==> src/rtl/tx_response_queue_if.sv <==
// Handshake bundle between the response producer, the byte queue and the TX synchronizer side.
// master: producer/transmitter side; slave: the queue itself.
interface tx_response_queue_if #(
    parameter int BusWidth = 8,
    parameter int PtrWidth = 3
);
    logic [2*BusWidth-1:0] In_Data;
    logic                  In_Valid;
    logic                  In_Word;
    logic                  In_Ready;
    logic                  TX_Busy;
    logic [BusWidth-1:0]   TX_P_Data;
    logic                  TX_D_VLD;
    logic                  Empty;
    logic [PtrWidth:0]     Level;

    modport master (
        output In_Data, In_Valid, In_Word, TX_Busy,
        input  In_Ready, TX_P_Data, TX_D_VLD, Empty, Level
    );

    modport slave (
        input  In_Data, In_Valid, In_Word, TX_Busy,
        output In_Ready, TX_P_Data, TX_D_VLD, Empty, Level
    );
endinterface

==> src/rtl/tx_response_queue.sv <==
// Byte queue feeding the TX synchronizers: buffers byte/word responses and presents one byte at a time
// with a level-held valid and retry-on-timeout. Optional status ports enabled by TX_QUEUE_STATUS_EN.
module tx_response_queue #(
    parameter int BusWidth   = 8,
    parameter int Depth      = 8,
    parameter int PtrWidth   = 3,
    parameter int AckTimeout = 15
) (
    input  logic                     CLK,
    input  logic                     RST,
    tx_response_queue_if.slave       bus
`ifdef TX_QUEUE_STATUS_EN
    ,
    input  logic                     Clr_Status,
    output logic                     Overflow,
    output logic [7:0]               Retry_Cnt
`endif
);
    localparam int TimerWidth = (AckTimeout > 0) ? $clog2(AckTimeout + 1) : 1;
    localparam logic [PtrWidth:0] WordLimit = (PtrWidth+1)'(Depth - 2);
    localparam logic [PtrWidth:0] ByteLimit = (PtrWidth+1)'(Depth - 1);

    typedef enum logic [1:0] {IDLE, HOLD, GAP, DRAIN} state_t;

    state_t                state_reg, state_next;
    logic [BusWidth-1:0]   mem_reg [Depth];
    logic [PtrWidth-1:0]   wr_ptr_reg, wr_ptr_next, wr_ptr_inc;
    logic [PtrWidth-1:0]   rd_ptr_reg, rd_ptr_next;
    logic [PtrWidth:0]     level_reg, level_next;
    logic [PtrWidth:0]     push_cnt, pop_cnt;
    logic [TimerWidth-1:0] timer_reg, timer_next;
    logic [BusWidth-1:0]   tx_data_reg, tx_data_next;
    logic                  tx_vld_reg, tx_vld_next;
    logic                  in_ready, push_ok, pop_ok;
    logic [Depth-1:0]      wr_lo_sel, wr_hi_sel;

    // Readiness looks only at the current level; a same-cycle pop is not credited.
    assign in_ready   = bus.In_Word ? (level_reg <= WordLimit) : (level_reg <= ByteLimit);
    assign push_ok    = bus.In_Valid && in_ready;
    assign pop_ok     = (state_reg == IDLE) && (level_reg != '0) && !bus.TX_Busy;
    assign wr_ptr_inc = wr_ptr_reg + 1'b1;

    genvar gi;
    generate
        for (gi = 0; gi < Depth; gi++) begin : g_wsel
            assign wr_lo_sel[gi] = push_ok && (wr_ptr_reg == PtrWidth'(gi));
            assign wr_hi_sel[gi] = push_ok && bus.In_Word && (wr_ptr_inc == PtrWidth'(gi));
        end
    endgenerate

    always_ff @(posedge CLK) begin
        if (!RST) begin
            for (int i = 0; i < Depth; i++) mem_reg[i] <= '0;
        end else begin
            for (int i = 0; i < Depth; i++) begin
                if (wr_lo_sel[i])      mem_reg[i] <= bus.In_Data[BusWidth-1:0];
                else if (wr_hi_sel[i]) mem_reg[i] <= bus.In_Data[2*BusWidth-1:BusWidth];
            end
        end
    end

    always_ff @(posedge CLK) begin
        if (!RST) begin
            state_reg   <= IDLE;
            wr_ptr_reg  <= '0;
            rd_ptr_reg  <= '0;
            level_reg   <= '0;
            timer_reg   <= '0;
            tx_data_reg <= '0;
            tx_vld_reg  <= 1'b0;
        end else begin
            state_reg   <= state_next;
            wr_ptr_reg  <= wr_ptr_next;
            rd_ptr_reg  <= rd_ptr_next;
            level_reg   <= level_next;
            timer_reg   <= timer_next;
            tx_data_reg <= tx_data_next;
            tx_vld_reg  <= tx_vld_next;
        end
    end

    always_comb begin
        state_next   = state_reg;
        rd_ptr_next  = rd_ptr_reg;
        timer_next   = timer_reg;
        tx_data_next = tx_data_reg;
        tx_vld_next  = tx_vld_reg;
        push_cnt     = '0;
        if (push_ok) push_cnt = bus.In_Word ? (PtrWidth+1)'(2) : (PtrWidth+1)'(1);
        pop_cnt      = {{PtrWidth{1'b0}}, pop_ok};
        // Low PtrWidth bits of the push count give the correct wrap even for Depth=2.
        wr_ptr_next  = wr_ptr_reg + push_cnt[PtrWidth-1:0];
        level_next   = level_reg + push_cnt - pop_cnt;

        case (state_reg)
            IDLE: begin
                tx_vld_next = 1'b0;
                if (pop_ok) begin
                    tx_data_next = mem_reg[rd_ptr_reg];
                    rd_ptr_next  = rd_ptr_reg + 1'b1;
                    tx_vld_next  = 1'b1;
                    timer_next   = '0;
                    state_next   = HOLD;
                end
            end
            HOLD: begin
                if (bus.TX_Busy) begin
                    tx_vld_next = 1'b0;
                    state_next  = DRAIN;
                end else if (timer_reg == TimerWidth'(AckTimeout)) begin
                    tx_vld_next = 1'b0;
                    state_next  = GAP;
                end else begin
                    timer_next = timer_reg + 1'b1;
                end
            end
            GAP: begin
                // Re-present the same byte; the queue is not popped again.
                tx_vld_next = 1'b1;
                timer_next  = '0;
                state_next  = HOLD;
            end
            DRAIN: begin
                if (!bus.TX_Busy) state_next = IDLE;
            end
            default: state_next = IDLE;
        endcase
    end

    assign bus.In_Ready  = in_ready;
    assign bus.TX_P_Data = tx_data_reg;
    assign bus.TX_D_VLD  = tx_vld_reg;
    assign bus.Empty     = (level_reg == '0);
    assign bus.Level     = level_reg;

`ifdef TX_QUEUE_STATUS_EN
    logic       overflow_reg;
    logic [7:0] retry_cnt_reg;

    always_ff @(posedge CLK) begin
        if (!RST) begin
            overflow_reg  <= 1'b0;
            retry_cnt_reg <= '0;
        end else begin
            if (bus.In_Valid && !in_ready) overflow_reg <= 1'b1;
            else if (Clr_Status)           overflow_reg <= 1'b0;
            if (Clr_Status)
                retry_cnt_reg <= '0;
            else if (state_reg == HOLD && state_next == GAP && retry_cnt_reg != 8'hFF)
                retry_cnt_reg <= retry_cnt_reg + 1'b1;
        end
    end

    assign Overflow  = overflow_reg;
    assign Retry_Cnt = retry_cnt_reg;
`endif
endmodule

==> src/flat_wrapper.sv <==
// flat-port wrapper written by rule: the top's interface ports become plain ports
module tx_response_queue_flat 
#(
    parameter int BusWidth   = 8,
    parameter int Depth      = 8,
    parameter int PtrWidth   = 3,
    parameter int AckTimeout = 15
)
  (CLK, RST, bus_In_Data, bus_In_Valid, bus_In_Word, bus_TX_Busy, bus_In_Ready, bus_TX_P_Data, bus_TX_D_VLD, bus_Empty, bus_Level);
  tx_response_queue_if #(.BusWidth(BusWidth), .PtrWidth(PtrWidth)) bus_i ();
  input  logic CLK;
  input  logic RST;
  input wire logic [$bits(bus_i.In_Data)-1:0] bus_In_Data;
  input wire logic [$bits(bus_i.In_Valid)-1:0] bus_In_Valid;
  input wire logic [$bits(bus_i.In_Word)-1:0] bus_In_Word;
  input wire logic [$bits(bus_i.TX_Busy)-1:0] bus_TX_Busy;
  output wire logic [$bits(bus_i.In_Ready)-1:0] bus_In_Ready;
  output wire logic [$bits(bus_i.TX_P_Data)-1:0] bus_TX_P_Data;
  output wire logic [$bits(bus_i.TX_D_VLD)-1:0] bus_TX_D_VLD;
  output wire logic [$bits(bus_i.Empty)-1:0] bus_Empty;
  output wire logic [$bits(bus_i.Level)-1:0] bus_Level;
  assign bus_i.In_Data = bus_In_Data;
  assign bus_i.In_Valid = bus_In_Valid;
  assign bus_i.In_Word = bus_In_Word;
  assign bus_i.TX_Busy = bus_TX_Busy;
  assign bus_In_Ready = bus_i.In_Ready;
  assign bus_TX_P_Data = bus_i.TX_P_Data;
  assign bus_TX_D_VLD = bus_i.TX_D_VLD;
  assign bus_Empty = bus_i.Empty;
  assign bus_Level = bus_i.Level;
  tx_response_queue #(.BusWidth(BusWidth), .Depth(Depth), .PtrWidth(PtrWidth), .AckTimeout(AckTimeout)) u_core (.CLK(CLK), .RST(RST), .bus(bus_i));
endmodule
==> config.mk <==
export PLATFORM = sky130hd
export DESIGN_NAME = tx_response_queue_flat
export DESIGN_NICKNAME = d
export VERILOG_FILES = /design/src/rtl/tx_response_queue_if.sv /design/src/rtl/tx_response_queue.sv /design/src/flat_wrapper.sv
export SDC_FILE = /design/constraint.sdc
export NUM_CORES = 1
export LEC_CHECK = 0
export CAP_MARGIN = 20
export CORE_AREA = 3 3 131 133
export DETAILED_ROUTE_END_ITERATION = 6
export DIE_AREA = 0 0 134 136
export HOLD_SLACK_MARGIN = 0.06
export SETUP_SLACK_MARGIN = 0.05
export SYNTH_ARGS = -nofsm -noshare
export SYNTH_HDL_FRONTEND = slang
export SYNTH_SLANG_ARGS = --single-unit
==> constraint.sdc <==
create_clock -name CLK -period 3.45 [get_ports CLK]
set_clock_uncertainty 0.2 [all_clocks]
set_input_delay 0.69 -clock CLK [delete_from_list [all_inputs] [get_ports CLK]]
set_output_delay 0.69 -clock CLK [all_outputs]
set_load 0.05 [all_outputs]
==> run summary <==
The flow ran to the end, and the final reports show no timing, DRC or antenna violations. The worst setup slack for register-to-register paths is 410 ps. The routed design has 12.3 mm of wire. The data required time at the worst endpoint was 3330 ps; the largest fanout on the critical path was 12.

In this run the most critical hold path is launched from u_core.bus.TX_D_VLD. The endpoint of the most critical register-to-register path is u_core.mem_reg[6][5]. The path length in cells of the critical path is 8.

The worst hold path cell count is 1. The number of vias per cell after detailed routing is 5.26, and the number of top-level design ports is 36. The post-layout worst setup margin is 413 ps, and the total buffers and inverters traversed by the critical path is 3. The sequential fraction of the synthesis area came out at 0.503.

The antenna diode count was 0; the post-CTS setup repair buffer count was 0. Walking the worst path, the cells encountered are nand2_1 -> inv_1 -> ha_1 -> inv_1 -> o2111ai_1 -> nor4_4 -> buf_4 -> mux2_2. In this design, the stage delay of the slowest critical-path cell is 620 ps. Initial standard-cell utilization of the core: 0.302. The tools report the later-pin clock latency in the skew report as 340 ps. The number of enable-type register cells in the synthesized netlist is 64, and the detailed-route wire length per cell is 18.7 um. The root buffer selected by CTS is clkbuf_16.

The worst max-slew margin expressed relative to the limit is 0.317. At the pin with the least slew margin, the transition time is 1020 ps. For the worst flop-to-flop path, the logic depth is 8.

Counting flops and latches in the post-synthesis netlist gives 89. The total power density per cell area works out to 671 nW/um2. The critical path class was register to register. Synthesis produced a netlist with a net count of 438. The first global-routing pass estimated 19.3 mm of wire.

The core region is 15900 um2. Among all flip-flop cells after synthesis, the most frequent one is edfxtp_1. For this run, the number of Yosys warnings is 0. edfxtp_1 takes more of the synthesized area than any other cell. The tightest min-delay check is of the register to register type. In this run the mean area of a mapped cell was 12.1 um2. Reg-to-reg critical path startpoint: u_core.wr_ptr_reg[1]. The initial antenna violation count was 0. The net total in the final layout is 473. The proportion of synthesized flip-flops having asynchronous set or reset was 0. The highest-delay cell along the critical path was dfxtp_1. The register with the most flip-flops in the layout has 64 of them. In this run the cell area of the synthesized design comes to 4810 um2.

Static leakage power: 2.16 nW. Counting stages on the worst path, the most repeated cell is inv_1. The largest net degree at the start of global routing is 27. Setup repair after global routing left no endpoint under its margin. The final max-slew violation count is 0, and the remaining global-route overflow is 0.

Dominant delay contributor by cell family on the critical path: flip-flops. The nature of the critical path startpoint is a register. Input and output buffers added on the ports amount to 35.

The floorplan step defined a die boundary enclosing 18200 um2. For the final routed database, the setup TNS stands at 0 ps. The overall fraction of global-route tracks in use is 0.138. For this run, the top clock speed supported by timing is 329 MHz.

On the final layout, the worst hold slack is 303 ps. The final critical delay including setup and external delays is 3040 ps, and the clock transition time at the flip-flop clock pins of the worst setup and hold paths is 70 ps. Setup violations remaining at the end of the flow were counted as 0. The netlist uses 56 different library cells.

The final weighted congestion of routability-driven global placement was 0.802; the DRC violation total after the first TritonRoute iteration was 275. For this run, design rule violations remaining after detail routing come to 0. The tools report the remaining antenna violation count after routing as 0. The worst setup path is captured at a register. The total iterations of the first detailed-routing run was 5; the overall die height was 136 um.

TritonCTS built the clock tree. The fraction of final layout cells with drive strength greater than 1 was 0.160. By area the synthesized netlist is led by edfxtp_1 (40%), dfxtp_1 (10%), a22o_1 (8.6%), ha_1 (4.4%), mux4_2 (3.7%). The number of hold violations in the final report is 0.

The floorplan die width works out to 134 um. The final worst-path cycle share was 0.880; the post-synthesis instance total was 398. The post-place setup slack was 118 ps; the worst voltage drop across the vdd grid was 0.613 mV.

For the detailed placer's ending HPWL, the log shows 8.55 mm. The layout overhead on the synthesized area was 20.7%; the vias after detailed routing was 3437. For this design, the sink count on the clock tree is 89. Across the run, the number of max-cap violations was 0. Counting the buffers created by CTS gives 9.

Data arrives at the worst endpoint at 2920 ps. End of the worst hold path: u_core.bus.TX_D_VLD. The number of global-route vias before repair was 3604. The clock tree synthesis step divided the H-tree into 3 levels.

In this run the core area contains 46 standard-cell rows. The area share of the leading cell type in the synthesized netlist was 0.399; the maximum clock insertion buffer count was 2.
-- per-layer routing --
| layer | share of wire | vias to the layer above | GRT usage |
|---|---|---|---|
| met4 | 0.021 | 0 | 0.0463 |
| met5 | 0 | - | 0 |
| met1 | 0.44 | 1698 | 0.176 |
| met2 | 0.49 | 115 | 0.233 |
| met3 | 0.047 | 22 | 0.0292 |
| li1 | - | 1602 | - |
-- final cells by class --
class                           instances  area (um2)
Sequential cell                        89        2420
Timing Repair Buffer                   54         505
Multi-Input combinational cell        254        2180
Clock inverter                          4        52.6
Fill cell                            1569       10100
Tap cell                              216         270
Clock buffer                           12         289
Inverter                               25        93.8
-- worst max path at each step --
| stage | from | endpoint | slack, ps |
|---|---|---|---|
| 2_1_floorplan | u_core.bus.Level[3] | u_core.mem_reg[5][0] | 100 |
| 3_3_place_gp | bus_In_Word | u_core.mem_reg[7][3] | 200 |
| 3_5_place_dp | bus_In_Word | u_core.mem_reg[7][3] | 120 |
| 4_1_cts | u_core.bus.Level[3] | bus_Empty | 120 |
| 5_1_grt | u_core.wr_ptr_reg[1] | u_core.mem_reg[6][1] | 220 |
| 6_report | u_core.wr_ptr_reg[1] | u_core.mem_reg[6][5] | 410 |
-- power breakdown --
| part | total, mW | internal, mW | switching [mW] |
|---|---|---|---|
| logic | 1.35 | 0.529 | 0.823 |
| clock network | 1.09 | 0.672 | 0.417 |
| registers | 1.46 | 1.32 | 0.139 |
-- layout by cell type, fill, tap and decap left out, drive strengths merged, types with 17 or more instances in the layout --
| cell type | n |
|---|---|
| a21oi | 29 |
| mux2 | 17 |
| inv | 25 |
| mux2i | 17 |
| buf | 20 |
| ha | 17 |
| clkdlybuf4s50 | 33 |
| edfxtp | 64 |
| a22o | 47 |
| dfxtp | 25 |
-- synth_stat cells, types with 6 or more instances --
cell type and count:
a21oi_1 29, a22o_1 47, and2_1 11, buf_1 11, clkbuf_1 16, dfxtp_1 25, edfxtp_1 64, ha_1 17
inv_1 24, mux2_2 9, mux2_4 8, mux2i_1 17, mux4_2 8, nand2_1 12, nor2_1 11, nor2b_1 6
o21ai_0 13, o22ai_1 8
-- kinds of logic (layout without fill, tap and decap cells) --
logic type | after synthesis | after routing | synth area share
and+or+nand+nor | 70 | 70 | 0.0886
AOI/OAI and AO/OA | 119 | 119 | 0.185
adders and majority gates | 19 | 19 | 0.0525
xor gates and xnor gates | 4 | 4 | 0.00728
buffers and inverters | 55 | 95 | 0.0442
muxes | 42 | 42 | 0.119
DFF | 89 | 89 | 0.503
-- repair_timing --
item,CTS,global route
resized for setup,0,1
hold buffers,0,0
setup endpoints to repair,0,1
-- through the flow --
| stage | cell area [um2] | power (mW) | std cells | util |
|---|---|---|---|---|
| global route | 5810 | 4.10 | 654 | 0.365 |
| detailed placement | 5470 | 2.83 | 638 | 0.343 |
| finish | 5810 | 3.90 | 654 | 0.365 |
| floorplan | 4810 | 2.39 | 398 | - |
| CTS | 5810 | 3.93 | 654 | 0.364 |
| global placement | 5470 | 2.79 | 638 | 0.343 |
No activity file was read; power rests on OpenSTA's default activity.
